<file path="src/rtl/pipe_pkg.sv">
// Shared definitions for the pipeline hazard sequencer.
package pipe_pkg;

   // Register $0 is hard-wired to zero and never carries a dependency.
   localparam logic [4:0] REG_ZERO = 5'd0;

   // Default width of the stall/flush performance counters.
   localparam int CNT_W_DEFAULT = 32;

   // Sequencer states: normal issue, or holding the front end flushed after a redirect.
   typedef enum logic {
      ST_RUN      = 1'b0,
      ST_REDIRECT = 1'b1
   } seq_state_t;

endpackage

</file>
<file path="src/rtl/hazard_match.sv">
// Compares one ID-stage source operand against the EX and MEM destinations
// and flags a dependency that forwarding cannot cover.
module hazard_match
   import pipe_pkg::*;
#(
   parameter int FWD_EN = 1
) (
   input  logic [4:0] src,
   input  logic       use_src,
   input  logic [4:0] dest_ex,
   input  logic       reg_write_ex,
   input  logic       mem_read_ex,
   input  logic [4:0] dest_mem,
   input  logic       reg_write_mem,
   output logic       hit
);

   // With EX/MEM forwarding only a load in EX is too late; without it any
   // in-flight producer in EX or MEM must drain first.
   localparam logic FWD = (FWD_EN != 0);

   logic ex_hit;
   logic mem_hit;

   assign ex_hit  = reg_write_ex && (dest_ex == src) && (mem_read_ex || !FWD);
   assign mem_hit = !FWD && reg_write_mem && (dest_mem == src);
   assign hit     = use_src && (src != REG_ZERO) && (ex_hit || mem_hit);

endmodule

</file>
<file path="src/rtl/hazard_sequencer.sv">
// Hazard controller for the 5-stage core: stalls on unresolved RAW hazards,
// flushes and holds the front end after a MEM-stage redirect, and counts
// stall cycles and accepted redirects.
module hazard_sequencer
   import pipe_pkg::*;
#(
   parameter int FWD_EN          = 1,
   parameter int REDIRECT_CYCLES = 1,
   parameter int CNT_W           = CNT_W_DEFAULT
) (
   input  logic             Clk,
   input  logic             Reset,
   input  logic [4:0]       rs_id,
   input  logic [4:0]       rt_id,
   input  logic             use_rs_id,
   input  logic             use_rt_id,
   input  logic [4:0]       dest_ex,
   input  logic             RegWrite_ex,
   input  logic             MemRead_ex,
   input  logic [4:0]       dest_mem,
   input  logic             RegWrite_mem,
   input  logic             redirect_mem,
   output logic             PCWrite,
   output logic             IF_IDWrite,
   output logic             ID_EXWrite,
   output logic             flush_ifid,
   output logic             flush_idex,
   output logic             flush_exmem,
   output logic [CNT_W-1:0] stall_cnt,
   output logic [CNT_W-1:0] flush_cnt
);

   // Cycles remaining in REDIRECT after the redirect cycle itself.
   localparam logic [2:0] RED_INIT = 3'(REDIRECT_CYCLES - 1);

   seq_state_t state, state_nxt;
   logic [2:0] red_left, red_left_nxt;
   logic       hz_a, hz_b, hazard;
   logic       stall_inc, flush_inc;

   hazard_match #(.FWD_EN(FWD_EN)) u_match_rs (
      .src          (rs_id),
      .use_src      (use_rs_id),
      .dest_ex      (dest_ex),
      .reg_write_ex (RegWrite_ex),
      .mem_read_ex  (MemRead_ex),
      .dest_mem     (dest_mem),
      .reg_write_mem(RegWrite_mem),
      .hit          (hz_a)
   );

   hazard_match #(.FWD_EN(FWD_EN)) u_match_rt (
      .src          (rt_id),
      .use_src      (use_rt_id),
      .dest_ex      (dest_ex),
      .reg_write_ex (RegWrite_ex),
      .mem_read_ex  (MemRead_ex),
      .dest_mem     (dest_mem),
      .reg_write_mem(RegWrite_mem),
      .hit          (hz_b)
   );

   assign hazard = hz_a || hz_b;

   // Next-state, counter enables and pipeline control; redirect beats hazard, reset beats all.
   always_comb begin
      // NOTE: every signal gets a default first so no path leaves one unassigned (no latches).
      state_nxt    = state;
      red_left_nxt = red_left;
      stall_inc    = 1'b0;
      flush_inc    = 1'b0;
      PCWrite      = 1'b1;
      IF_IDWrite   = 1'b1;
      ID_EXWrite   = 1'b0;
      flush_ifid   = 1'b0;
      flush_idex   = 1'b0;
      flush_exmem  = 1'b0;

      if (redirect_mem) begin
         flush_ifid  = 1'b1;
         flush_idex  = 1'b1;
         flush_exmem = 1'b1;
         flush_inc   = 1'b1;
         if (REDIRECT_CYCLES > 1) begin
            state_nxt    = ST_REDIRECT;
            red_left_nxt = RED_INIT;
         end else begin
            state_nxt    = ST_RUN;
            red_left_nxt = 3'd0;
         end
      end else begin
         case (state)
            ST_RUN: begin
               if (hazard) begin
                  PCWrite    = 1'b0;
                  IF_IDWrite = 1'b0;
                  ID_EXWrite = 1'b1;
                  stall_inc  = 1'b1;
               end
            end
            ST_REDIRECT: begin
               flush_ifid   = 1'b1;
               flush_idex   = 1'b1;
               red_left_nxt = red_left - 3'd1;
               if (red_left <= 3'd1) begin
                  state_nxt    = ST_RUN;
                  red_left_nxt = 3'd0;
               end
            end
            default: begin
               state_nxt    = ST_RUN;
               red_left_nxt = 3'd0;
            end
         endcase
      end

      if (Reset) begin
         PCWrite     = 1'b0;
         IF_IDWrite  = 1'b0;
         ID_EXWrite  = 1'b1;
         flush_ifid  = 1'b0;
         flush_idex  = 1'b0;
         flush_exmem = 1'b0;
      end
   end

   // State, redirect countdown and saturating counters.
   always_ff @(posedge Clk) begin
      // NOTE: sequential state uses non-blocking assignments so all registers update together.
      if (Reset) begin
         state     <= ST_RUN;
         red_left  <= 3'd0;
         stall_cnt <= '0;
         flush_cnt <= '0;
      end else begin
         state    <= state_nxt;
         red_left <= red_left_nxt;
         if (stall_inc && (stall_cnt != '1)) stall_cnt <= stall_cnt + CNT_W'(1);
         if (flush_inc && (flush_cnt != '1)) flush_cnt <= flush_cnt + CNT_W'(1);
      end
   end

endmodule

</file>
<file path="config.mk">
export PLATFORM = sky130hd
export DESIGN_NAME = hazard_sequencer
export DESIGN_NICKNAME = d
export VERILOG_FILES = /design/src/rtl/pipe_pkg.sv /design/src/rtl/hazard_match.sv /design/src/rtl/hazard_sequencer.sv
export SDC_FILE = /design/constraint.sdc
export NUM_CORES = 1
export LEC_CHECK = 0
export CAP_MARGIN = 25
export CORE_MARGIN = 4
export CORE_UTILIZATION = 49
export DETAILED_ROUTE_END_ITERATION = 6
export PLACE_DENSITY_LB_ADDON = 0.08
export SETUP_SLACK_MARGIN = 0.02
export SLEW_MARGIN = 10
export SYNTH_ARGS = -nofsm -noshare
export SYNTH_HDL_FRONTEND = slang
export SYNTH_SLANG_ARGS = --single-unit
</file>
<file path="constraint.sdc">
create_clock -name Clk -period 2.8 [get_ports Clk]
set_input_delay 0.42 -clock Clk [delete_from_list [all_inputs] [get_ports Clk]]
set_output_delay 0.42 -clock Clk [all_outputs]
set_load 0.1 [all_outputs]
</file>
==> key figures <==
Timing
  • Post-Route Skew: 9.80 ps
  • Tmin final: 2730 ps
  • Unrepaired setup endpoints after global routing: false
  • Max transition margin: 70.1%
  • Slew @ Worst Pin: 446 ps
  • Sum Neg Setup Slack: 0 ps
  • # setup viols final: 0
  • Final slew viol count: 0
  • Final hold vios: 0
  • PnR worst setup slack: 71.2 ps
  • Fmax: 366 MHz
  • Tcrit/Tclk final: 97.5%

Floorplanning
  • Die Width: 95.0 um
  • Num rows: 31
  • Chip height: 95.0 um
  • Starting Density: 50.9%
  • Ports: 98
  • Core area: 7290 sq um
  • Die area: 9030 sq um

Layout
  • Layout cell share with drive strength beyond 1: 33.1%
  • Design area: 5020 sq um
  • Ant. Diodes: 0
  • Area Overhead vs Synth: 35.3%
  • Nets: 576

Clocking
  • # hold bufs at CTS: 0
  • Clk_lat worst skew: 350 ps
  • Clock sinks: 68
  • CTS tree: yes
  • CTS root buf: clkbuf_8
  • Max clock buf depth: 2
  • CTS Buf Count: 9
  • H-tree levels: 3
  • Reg clk slew, reported paths: 70 ps

Synth
  • Syn nets: 477
  • Register bit total from synthesis: 68
  • Post-synthesis sequential area ratio: 36.7%
  • Mean post-synth cell area: 8.32 sq um
  • Leading area contributor after synthesis: dfxtp_1
  • Mapped Cells: 446
  • Post-synth top flop: dfxtp_1
  • Yosys top cell area share: 36.7%
  • Asr flop ratio synth: 0%
  • Cell Area, Synth: 3710 sq um
  • YS warnings: 0
  • Synth top area cells: dfxtp_1, nor2_1, mux2_2
  • Distinct cells, synth: 49
  • Number of synthesized flops with an enable pin: 0

Detailed routing
  • First-pass detailed-route iteration total: 4
  • Post-route ant nets: 0
  • Detailed-route via count: 3699
  • Drt wl/cell: 15.0 um
  • Post-Route WL: 9750 um
  • Via density: 5.70
  • Starting DRT DRC Count: 126
  • DRC Markers: 0

Placement
  • Hpwl dp: 6980 um
  • GP Congestion: 0.819
  • Post-Place Setup Slack: -105 ps
  • IO buf count: 91
  • Placed Area: 4730 sq um

Job
  • Max-Cap Viols: 0

Pwr
  • Clock Power Share: 41.5%
  • Sw Pwr: 0.512 mW
  • Combinational share of power: 9.4%
  • Power per cell area: 394 nW/um^2
  • Leak: 1.89 nW
  • VDD IR max: 0.306 mV
  • Switching share of power: 25.9%
  • Sequential Power Share: 49.1%
  • Internal power: 1.46 mW

Global routing
  • Global-route wire length before repair: 16200 um
  • Total grt overflow: 0
  • Vias in the first global route: 3549
  • Largest net degree at the start of global routing: 31
  • Initial antenna violation count: 0
  • GRT Util Overall: 22.5%

Setup path
  • R2r startpoint: state$_SDFF_PP0_
  • Reg2Reg Depth: 9
  • Setup CP Type: in2out
  • Crit path from: redirect_mem
  • CP max FO: 2
  • R2R setup slack: 250 ps
  • Startpoint Class: input port
  • Worst endpoint data arrival time: 2310 ps
  • CP endpoint kind: primary output
  • Critical Path RT: 2380 ps

Hold path
  • Hold Path Stages: 1
  • Worst hold start: flush_cnt[18]$_SDFFE_PP0P_
  • HP Class: reg2reg

Run status
  • Status: completed
-- power groups by stage --
stage | Clock [mW] | Combinational [mW] | Sequential (mW)
2_1_floorplan | 0 | 0.0859 | 1.01
5_1_grt | 0.890 | 0.196 | 0.970
3_3_place_gp | 0 | 0.178 | 0.993
4_1_cts | 0.842 | 0.186 | 0.970
3_5_place_dp | 0 | 0.181 | 0.993
6_report | 0.820 | 0.186 | 0.970
-- kinds of logic (layout without fill, tap and decap cells) --
logic type,count (synthesis),in the layout,synth area share [%]
AND/OR/NAND/NOR,235,235,36.0
flip-flops,68,68,36.7
AO/OA/AOI/OAI,59,59,9.85
buffers and inverters,36,140,4.86
XOR/XNOR,30,30,7.08
multiplexers,15,15,4.55
adder cells (fa/ha/maj),3,3,1.01
-- layer usage --
layer  global-route usage [%]  up-vias  share of wire (%)
met5                        0        -                  0
met4                     7.33        0                1.4
met3                     6.08       12                7.0
met2                     38.4      101                 47
met1                     27.5     1757                 45
li1                         -     1829                  -
-- cells in the mapped netlist, types with 12 or more instances --
library cell,count
xor2_1,15
or4_1,13
nand4_1,16
nand3_1,21
a21oi_1,24
nor3_1,13
dfxtp_1,68
xnor2_1,15
nor4_1,16
nand2_1,32
mux2_2,15
nor2b_1,15
o31ai_1,12
clkbuf_1,18
nor2_1,51
-- final cells by class --
| cell class | instances | area [sq um] |
|---|---|---|
| tap | 99 | 124 |
| inverter | 10 | 41.3 |
| multi-input combinational | 342 | 2200 |
| fill | 642 | 2270 |
| sequential | 68 | 1410 |
| clock inverter | 4 | 28.8 |
| clock buffer | 12 | 176 |
| timing repair buffer | 114 | 1030 |
-- critical path, cell delays in order --
cell and delay (ps):
clkdlybuf4s50_1 450, nor4bb_1 280, buf_4 160, nand2_1 50, a211oi_2 180, a32oi_2 170
buf_12 160, nor2b_4 130, buf_12 150, buf_12 150
-- sequential cells by signal, summed over array words and instances (netlist names) --
| name | flops |
|---|---|
| state | 1 |
| stall_cnt | 32 |
| red_left | 3 |
| flush_cnt | 32 |
-- final timing paths --
| path | end |
|---|---|
| worst max-delay path | IF_IDWrite |
| worst min-delay path | flush_cnt[18]$_SDFFE_PP0P_ |
| worst max register to register | stall_cnt[3]$_SDFFE_PP0P_ |
| worst min register to register | flush_cnt[18]$_SDFFE_PP0P_ |
-- per-stage QoR --
step           power [mW]  std cells  utilization, %  hold slack [ps]
3_3_place_gp         1.17        629            64.9              459
2_1_floorplan        1.10        446               -              494
6_report             1.98        649            68.8              476
5_1_grt              2.06        649            68.8              507
3_5_place_dp         1.17        629            64.9              464
4_1_cts              2.00        649            68.7              474
-- cell usage in the layout (no fill, tap or decap), types with 5 or more instances in the layout --
cell             instances
clkbuf_8                11
o31ai_1                 12
nand3_1                 21
mux2_2                  15
and4_1                   9
buf_4                   84
or3_1                    6
nor2_1                  50
and2_1                   5
dfxtp_1                 32
o21ai_0                 10
nor2b_1                 14
nor3_1                  13
and3_1                  10
xnor2_1                 15
a21oi_1                 24
nand2b_1                 7
clkdlybuf4s50_1         18
xor2_1                  15
dfxtp_2                 33
buf_12                   8
nand2_1                 32
nor4_1                  15
or4_1                   13
inv_1                    9
nand4_1                 16
-- timing repair --
action,4_1_cts,5_1_grt
gates cloned,1,0
hold endpoints to repair,0,0
pin swaps,3,2
setup endpoints to repair,1,4
gates resized for setup,2,2
buffers inserted,3,0
No activity file was read; power rests on OpenSTA's default activity.
